**src/rtl/csr_issue_sequencer.sv**
```systemverilog
// CSR issue sequencer: admits one CSR op at a time, strobes writeback and commit,
// and holds issue for a fixed drain window after a serializing commit.
module csr_issue_sequencer #(
  parameter int unsigned TRANS_ID_BITS = 3,
  parameter int unsigned XLEN          = 64,
  parameter int unsigned DRAIN_CYCLES  = 4
) (
  input  logic                     clk_i,
  input  logic                     rst_ni,
  input  logic                     flush_i,
  input  logic                     issue_valid_i,
  output logic                     issue_ready_o,
  input  logic [TRANS_ID_BITS-1:0] issue_trans_id_i,
  input  logic [XLEN-1:0]          issue_wdata_i,
  input  logic                     issue_serialize_i,
  output logic                     csr_valid_o,
  input  logic                     csr_ready_i,
  output logic                     wb_valid_o,
  output logic [TRANS_ID_BITS-1:0] wb_trans_id_o,
  output logic [XLEN-1:0]          wb_result_o,
  input  logic                     commit_csr_i,
  input  logic [TRANS_ID_BITS-1:0] commit_trans_id_i,
  output logic                     csr_commit_o,
  output logic                     serialize_o,
  output logic                     commit_mismatch_o
);

  localparam int unsigned CntW = (DRAIN_CYCLES > 0) ? $clog2(DRAIN_CYCLES + 1) : 1;
  localparam bit HasDrain = (DRAIN_CYCLES > 0);
  localparam logic [CntW-1:0] DrainLoad = HasDrain ? CntW'(DRAIN_CYCLES - 1) : '0;

  typedef enum logic [1:0] {
    IDLE        = 2'd0,
    WAIT_COMMIT = 2'd1,
    DRAIN       = 2'd2
  } state_e;

  state_e                   state_q, state_d;
  logic [TRANS_ID_BITS-1:0] id_q, id_d;
  logic [XLEN-1:0]          wdata_q, wdata_d;
  logic                     ser_q, ser_d;
  logic [CntW-1:0]          cnt_q, cnt_d;
  logic                     wb_valid_q, wb_valid_d;

  logic ready_s, accept_s, id_match_s, commit_s, mismatch_s;

  // Handshake decode; rst_ni gating keeps the combinational strobes low during reset.
  always_comb begin
    ready_s    = rst_ni & (state_q == IDLE) & csr_ready_i & ~flush_i;
    accept_s   = issue_valid_i & ready_s;
    id_match_s = (commit_trans_id_i == id_q);
    commit_s   = rst_ni & (state_q == WAIT_COMMIT) & commit_csr_i & id_match_s;
    mismatch_s = rst_ni & (state_q == WAIT_COMMIT) & commit_csr_i & ~id_match_s;
  end

  // Next-state logic; flush overrides the sequence but never suppresses a commit.
  always_comb begin
    state_d    = state_q;
    id_d       = id_q;
    wdata_d    = wdata_q;
    ser_d      = ser_q;
    cnt_d      = cnt_q;
    wb_valid_d = accept_s;
    case (state_q)
      IDLE: begin
        if (accept_s) begin
          state_d = WAIT_COMMIT;
          id_d    = issue_trans_id_i;
          wdata_d = issue_wdata_i;
          ser_d   = issue_serialize_i;
        end else begin
          state_d = IDLE;
        end
      end
      WAIT_COMMIT: begin
        if (commit_s) begin
          if (ser_q && HasDrain) begin
            state_d = DRAIN;
            cnt_d   = DrainLoad;
          end else begin
            state_d = IDLE;
          end
        end else begin
          state_d = WAIT_COMMIT;
        end
      end
      DRAIN: begin
        if (cnt_q == '0) begin
          state_d = IDLE;
        end else begin
          cnt_d = cnt_q - 1'b1;
        end
      end
      default: begin
        state_d = IDLE;
      end
    endcase
    if (flush_i) begin
      state_d = IDLE;
      cnt_d   = '0;
    end else begin
      cnt_d = cnt_d;
    end
  end

  // State and pending-op registers.
  always_ff @(posedge clk_i or negedge rst_ni) begin
    if (!rst_ni) begin
      state_q    <= IDLE;
      id_q       <= '0;
      wdata_q    <= '0;
      ser_q      <= 1'b0;
      cnt_q      <= '0;
      wb_valid_q <= 1'b0;
    end else begin
      state_q    <= state_d;
      id_q       <= id_d;
      wdata_q    <= wdata_d;
      ser_q      <= ser_d;
      cnt_q      <= cnt_d;
      wb_valid_q <= wb_valid_d;
    end
  end

  assign issue_ready_o     = ready_s;
  assign csr_valid_o       = accept_s;
  assign wb_valid_o        = wb_valid_q & ~flush_i;
  assign wb_trans_id_o     = id_q;
  assign wb_result_o       = wdata_q;
  assign csr_commit_o      = commit_s;
  assign commit_mismatch_o = mismatch_s;
  assign serialize_o       = (state_q == DRAIN);

endmodule

```
**config.mk**
```make
export PLATFORM = sky130hd
export DESIGN_NAME = csr_issue_sequencer
export DESIGN_NICKNAME = d
export VERILOG_FILES = /design/src/rtl/csr_issue_sequencer.sv
export SDC_FILE = /design/constraint.sdc
export NUM_CORES = 1
export LEC_CHECK = 0
export ABC_AREA = 1
export CAP_MARGIN = 25
export CORE_MARGIN = 4
export CORE_UTILIZATION = 43
export DETAILED_ROUTE_END_ITERATION = 8
export PLACE_DENSITY_LB_ADDON = 0.3
export SLEW_MARGIN = 10
export SYNTH_ARGS = -nofsm -noshare
export SYNTH_HDL_FRONTEND = slang
export SYNTH_SLANG_ARGS = --single-unit
```
**constraint.sdc**
```tcl
create_clock -name clk_i -period 2.2 [get_ports clk_i]
set_clock_uncertainty 0.2 [all_clocks]
set_input_delay 0.44 -clock clk_i [delete_from_list [all_inputs] [get_ports clk_i]]
set_output_delay 0.44 -clock clk_i [all_outputs]
set_load 0.1 [all_outputs]
```
==> summary.md, run 1 <==
| Metric | Value |
|---|---|
| Initial drt markers | roughly 150 |
| Total track usage | 20.62% |
| Area growth, synth to finish | 61.68% |
| Die height | around 90 µm |
| DRC violations left | 0 |
| Critical-path cell list | xnor2_2 -> nand4_1 -> buf_4 -> buf_4 -> buf_4 -> buf_4 -> buf_4 -> buf_4 -> nand2_1 -> nand3_1 -> nand2_1 -> inv_1 |
| Flip-flop and latch count after synthesis | 74 |
| Endpoints failing hold | 0 |
| Via count | roughly 2900 |
| Synth Cell Area | 0.003030 mm² |
| Max Freq | roughly 460 MHz |
| Initial antenna violation count | 0 |
| Worst min path class | in -> async |
| Final setup viols | 0 |
| Outcome | complete, no violations |
| GPL Wtd Cong | approximately 0.80 |
| RSZ-0062 raised after global routing | true |
| Netlist cell types | 19 |
| Period utilization | between 90 and 100% |
| IO buf count | about 150 |
| Peak VDD IR | 0.7396 mV |
| Drt first pass iters | 4 |
| Worst slew pin tran | approximately 850 ps |
| Critical path launch point type | register |
| TritonCTS clock tree | built |
| Worst slew margin | ~43% |
| Post-synthesis cell count | 359 |
| Final ANT Viol Nets | 0 |
| Max cap viols | 0 |
| CTS clock-pin slew for the worst setup and hold paths | about 70 ps |
| Crit Path Max Fanout | 4 |
| Routed vias/inst | approximately 4.5 |
| Drt wl/cell | 14.00 µm |
| DP Worst Slack | -92.84 ps |
| Leakage power | about 2.6 nW |
| # rows | 30 |
| Worst EP arrival | ~2200 ps |
| Net count after synthesis | roughly 440 |
| # diodes | 0 |
| Slowest cell on crit path | dfrtp_4 |
| WP buf/inv | 7 |
| YS warnings | 0 |
| Detailed Place HPWL | between 6000 and 7000 µm |
| Pin count of the biggest net entering global routing | a little under 70 |
| CTS HTree Levels | 3 |
| First-pass GRT wire length | approximately 14000 µm |
| Final net count | 610 |
| Num ports | 150 |
| Die width | 91.95 µm |
| Slowest stage delay, CP | roughly 520 ps |
| CTS root buf | clkbuf_8 |
| CTS Buf Count | 9 |
| PwrDens | approximately 1100 mW/mm² |
| Setup ws final | 7.600 ps |
| Required time of the worst setup path | 2220 ps |
| Crit. End Element | register |
| Max-slew violation count | 0 |
| GRT Residual Overflow | 0 |
| Critical path type | reg -> reg |
| Ratio of cells with drive above 1 in the final layout | 24.53% |
| Total Wirelength | 8819 µm |
| Syn avg cell area | 8.441 µm² |
| Top cell by count, worst path | buf_4 |
| Final Critical Period | approximately 2200 ps |
| Worst-skew pair later-pin latency | between 300 and 400 ps |
| Post-layout total power | ~5.5 mW |
| CP top delay family | buffers and inverters |
| Initial Util | roughly 44% |
| DIE AREA | about 0.0085 mm² |
| Core area | 0.006832 mm² |
| # clock sinks | 74 |
| Register area share after synthesis | ~61% |
| Max Buffers Root-to-Sink | 2 |
| Vias in the first global route | roughly 2900 |
cells in the mapped netlist:
| cell | number | share of area [%] |
|---|---|---|
| nand3_1 | 6 | 0.99 |
| inv_2 | 1 | 0.12 |
| nor2_1 | 7 | 0.87 |
| xnor2_1 | 1 | 0.29 |
| buf_6 | 5 | 1.9 |
| a21oi_1 | 2 | 0.33 |
| buf_2 | 9 | 1.5 |
| nor3_1 | 1 | 0.16 |
| xor2_1 | 1 | 0.29 |
| nand2_4 | 1 | 0.37 |
| nand2_1 | 222 | 27 |
| o21ai_1 | 3 | 0.50 |
| dfrtp_1 | 74 | 61 |
| inv_1 | 20 | 2.5 |
| a31oi_1 | 1 | 0.21 |
| inv_4 | 1 | 0.21 |
| ha_1 | 2 | 0.83 |
| nor2_2 | 1 | 0.21 |
| nand4_1 | 1 | 0.21 |
cells by family after synthesis:
kind of cell	Yosys count	synth area share [%]
AO/OA/AOI/OAI	6	1.032
AND/OR/NAND/NOR	239	30.31
buffers and inverters	36	6.152
XOR/XNOR	2	0.5781
adder cells (fa/ha/maj)	2	0.8256
flip-flops	74	61.11
state kept, by name (all words and copies together) (netlist names):
register and flops:
wb_result_o 64, cnt_q 3, wb_trans_id_o 3, state_q 2, ser_q 1, wb_valid_q 1
repair_timing:
action,in CTS,in global routing
endpoints found under the hold margin,6,0
endpoints found under the setup margin,3,6
setup buffers,7,7
hold buffers,1,0
pin swaps,3,9
gates cloned,0,0
gates resized for setup,7,10
through the flow:
| step | util, % | std cells | TNS [ps] | hold WS (ps) | cell area, µm² |
|---|---|---|---|---|---|
| after floorplan | - | 359 | -127.9 | -55.59 | 3062 |
| after global placement | 67.22 | 601 | -96.12 | 77.21 | 4592 |
| after detailed placement | 67.22 | 601 | -182.6 | 78.08 | 4592 |
| after CTS | 70.48 | 623 | 0 | 191.3 | 4815 |
| after global routing | 71.72 | 630 | -111.3 | 235.4 | 4900 |
| final | 71.72 | 630 | 0 | 180.7 | 4900 |
final cells by class:
| type | count | area, µm² |
|---|---|---|
| inverters | 22 | 93.84 |
| clock inverters | 3 | 18.77 |
| flip-flops and latches | 74 | 1863 |
| fillers | 514 | 1932 |
| repair buffers | 175 | 1634 |
| well taps | 96 | 120.1 |
| clock buffers | 11 | 131.4 |
| multi-input cells | 249 | 1039 |
placed cells by master (no fill, tap or decap), drive strengths merged:
cell           instances
nand2                223
buf                   99
dfrtp                 74
clkdlybuf4s50         70
inv                   21
clkbuf                11
nor2                   8
nand3                  6
o21ai                  3
dlymetal6s2s           3
clkinv                 3
a21oi                  2
ha                     2
dlygate4sd2            2
xnor2                  1
nand4                  1
clkinvlp               1
xor2                   1
nor3                   1
a31oi                  1
dlygate4sd3            1
path summary, 6_finish.rpt:
check	from	end	slack [ps]	depth (start not counted)
setup / recovery	wb_trans_id_o[0]	cnt_q[2]	8	12
hold / removal	rst_ni	wb_result_o[40]	180	2
setup reg to reg	wb_trans_id_o[0]	cnt_q[2]	8	12
hold reg to reg	wb_result_o[53]	wb_result_o[53]	280	2
max in group asynchronous	rst_ni	wb_trans_id_o[1]	970	2
min in group clk_i	wb_result_o[53]	wb_result_o[53]	280	2
power breakdown:
group          total, mW  internal [mW]  leakage, nW  switching, mW
Clock              0.842          0.396       0.0790          0.446
Combinational       2.91          0.630         1.63           2.28
Sequential          1.79           1.63        0.934          0.160
metal layers:
metal	up-vias	track usage (%)	routed length, µm	part of all wire (%)
met4	0	8.045	157	1.8
met2	88	36.44	4829	55
met5	-	0	0	0
li1	1410	-	-	-
met1	1344	25.20	3457	39
met3	14	3.281	376	4.3
Note: power is estimated with default switching activity, not from simulation.
==> run 2: changes to the inputs <==
--- a/config.mk
+++ b/config.mk
@@ -10,7 +10,8 @@
 export CORE_MARGIN = 4
 export CORE_UTILIZATION = 43
 export DETAILED_ROUTE_END_ITERATION = 8
-export PLACE_DENSITY_LB_ADDON = 0.3
+export HOLD_SLACK_MARGIN = 0.02
+export PLACE_DENSITY_LB_ADDON = 0.15
 export SLEW_MARGIN = 10
 export SYNTH_ARGS = -nofsm -noshare
 export SYNTH_HDL_FRONTEND = slang
==> summary.md, run 2 (synthesized netlist as in run 1, its figures left out) <==
| Metric | Value |
|---|---|
| Outcome | complete, no violations |
| Critical-path cell list | inv_2 -> nand2_1 -> nand2_1 -> nand4_1 -> clkinvlp_4 -> buf_12 |
| PwrDens | 1146 mW/mm² |
| Max FFs per register | 64 |
| Detailed Place HPWL | slightly below 6000 µm |
| Worst min path class | in -> async |
| First-pass GRT wire length | ~13000 µm |
| Die width | between 90 and 100 µm |
| Max-slew violation count | 0 |
| RSZ-0062 raised after global routing | true |
| Most frequent cells in the layout | nand2_1, buf_4, dfrtp_1 |
| Num ports | 150 |
| Logic pwr share | about half |
| Part of the power in registers | between 30% and 40% |
| Ratio of cells with drive above 1 in the final layout | between 20% and 30% |
| GPL Wtd Cong | between 0.7 and 0.8 |
| TritonCTS clock tree | built |
| # diodes | 0 |
| CTS clock-pin slew for the worst setup and hold paths | 70 ps |
| Final Critical Period | between 2000 and 2500 ps |
| Worst-skew pair later-pin latency | roughly 320 ps |
| CTS HTree Levels | 3 |
| GRT Residual Overflow | 0 |
| DRC violations left | 0 |
| Worst R2R Start | state_q[1] |
| CTS root buf | clkbuf_8 |
| DP Worst Slack | -124.7 ps |
| Initial drt markers | 94 |
| Initial antenna violation count | 0 |
| Psw | roughly 2.9 mW |
| Total track usage | between 10% and 20% |
| Final setup viols | 0 |
| Pin count of the biggest net entering global routing | 67 |
| Crit. End Element | output port |
| Max Buffers Root-to-Sink | 2 |
| CTS Buf Count | 9 |
| Worst slew pin tran | just under 800 ps |
| # rows | 30 |
| Sw Ratio | between 50% and 60% |
| Fraction of power consumed by the clock network | 16.3% |
| Worst slew margin | 48.10% |
| Max cap viols | 0 |
| # clock sinks | between 70 and 80 |
| Die height | about 92 µm |
| Area of the multi-input gates | ~0.0010 mm² |
| Top cell by count, worst path | nand2_1 |
| Dpl cell area | ~0.0046 mm² |
| Setup ws final | approximately 30 ps |
| Critical path launch point type | register |
| DIE AREA | roughly 0.0085 mm² |
| Via count | ~2700 |
| Worst EP arrival | between 1500 and 2000 ps |
| Internal | 2.676 mW |
| Drt first pass iters | 4 |
| Slowest cell on crit path | dfrtp_4 |
| Drt wl/cell | 12.79 µm |
| Final net count | between 600 and 700 |
| Initial Util | 44.36% |
| Core area | between 0.006 and 0.007 mm² |
| Design area | around 0.0049 mm² |
| Leakage power | approximately 2.6 nW |
| Required time of the worst setup path | between 1500 and 2000 ps |
| Critical path type | reg -> out |
| Crit Path Max Fanout | 3 |
| Critical Path Source | wb_trans_id_o[2] |
| IO buf count | between 100 and 150 |
| Total Wirelength | 8004 µm |
| Filler instances | ~540 |
| Period utilization | 98.65% |
| Area growth, synth to finish | 60.12% |
| Endpoints failing hold | 0 |
| Register area | between 0.0015 and 0.002 mm² |
| Peak VDD IR | roughly 0.80 mV |
| Vias in the first global route | 2662 |
| Commonest non-fill, non-tap cell in the layout | nand2_1 |
| Final ANT Viol Nets | 0 |
| Max Freq | ~460 MHz |
| Routed vias/inst | approximately 4.4 |
| Slowest stage delay, CP | approximately 500 ps |
[run 2: changes by cell type in the layout (fill, tap and decap cells not counted), sizes merged]
| cell | previous run | this run |
|---|---|---|
| buf | 99 | 93 |
| clkinvlp | 1 | 3 |
| clkdlybuf4s50 | 70 | 69 |
| dlygate4sd2 | 2 | 3 |
[run 2: layer usage]
metal | vias up | GRT usage, % | wire [µm] | share of wire [%]
li1 | 1401 | - | - | -
met5 | - | 0 | 0 | 0
met4 | 0 | 7.673 | 132 | 1.6
met1 | 1233 | 23.00 | 3226 | 40
met3 | 12 | 5.004 | 504 | 6.3
met2 | 88 | 33.03 | 4140 | 52
[run 2: cell type report]
class / count / share of cell area (%)
clock inverter: 5 / 0.6189
inverter: 22 / 1.934
sequential: 74 / 38.40
clock buffer: 11 / 2.914
tap: 96 / 2.476
multi-input combinational: 249 / 20.94
timing repair buffer: 169 / 32.72
[run 2: metrics by stage]
step / hold slack (ps) / util [%] / setup TNS, ps / power, mW / std cells
after floorplan: -55.59 / - / -127.9 / 3.922 / 359
after detailed placement: 215.3 / 67.00 / -178.6 / 4.681 / 599
after CTS: 138.1 / 70.29 / 0 / 5.611 / 621
after global routing: 175.7 / 71.03 / -69.01 / 5.790 / 626
final: 95.92 / 71.03 / 0 / 5.562 / 626
after global placement: 214.3 / 67.00 / -83.46 / 4.647 / 599
[run 2: power by group through the flow]
stage	clock, mW	combinational (mW)	sequential (mW)
finish	0.909	2.87	1.78
global route	1.01	2.96	1.82
CTS	0.945	2.88	1.78
detailed placement	0	2.88	1.80
global placement	0	2.85	1.80
floorplan	0	0.275	3.65
[run 2: critical path: cells and delay by family, from the launching register on]
kind,cells,cell delay (ps)
flip-flops,1,500
AND/OR/NAND/NOR,3,290
buffers and inverters,3,400
[run 2: worst paths after layout]
kind | endpoint | slack (ps) | depth (start not counted)
setup / recovery | csr_commit_o | 30 | 6
hold / removal | wb_result_o[0] | 100 | 2
setup reg to reg | wb_result_o[22] | 480 | 9
hold reg to reg | wb_result_o[4] | 280 | 2
max in group asynchronous | wb_trans_id_o[0] | 1110 | 2
min in group clk_i | state_q[0] | 260 | 3
[run 2: timing repair]
item,4_1_cts,5_1_grt
gates resized for setup,7,6
hold endpoints to repair,12,0
endpoints found under the setup margin,2,4
setup buffers,5,5
pin swaps,4,5
hold buffers,1,0
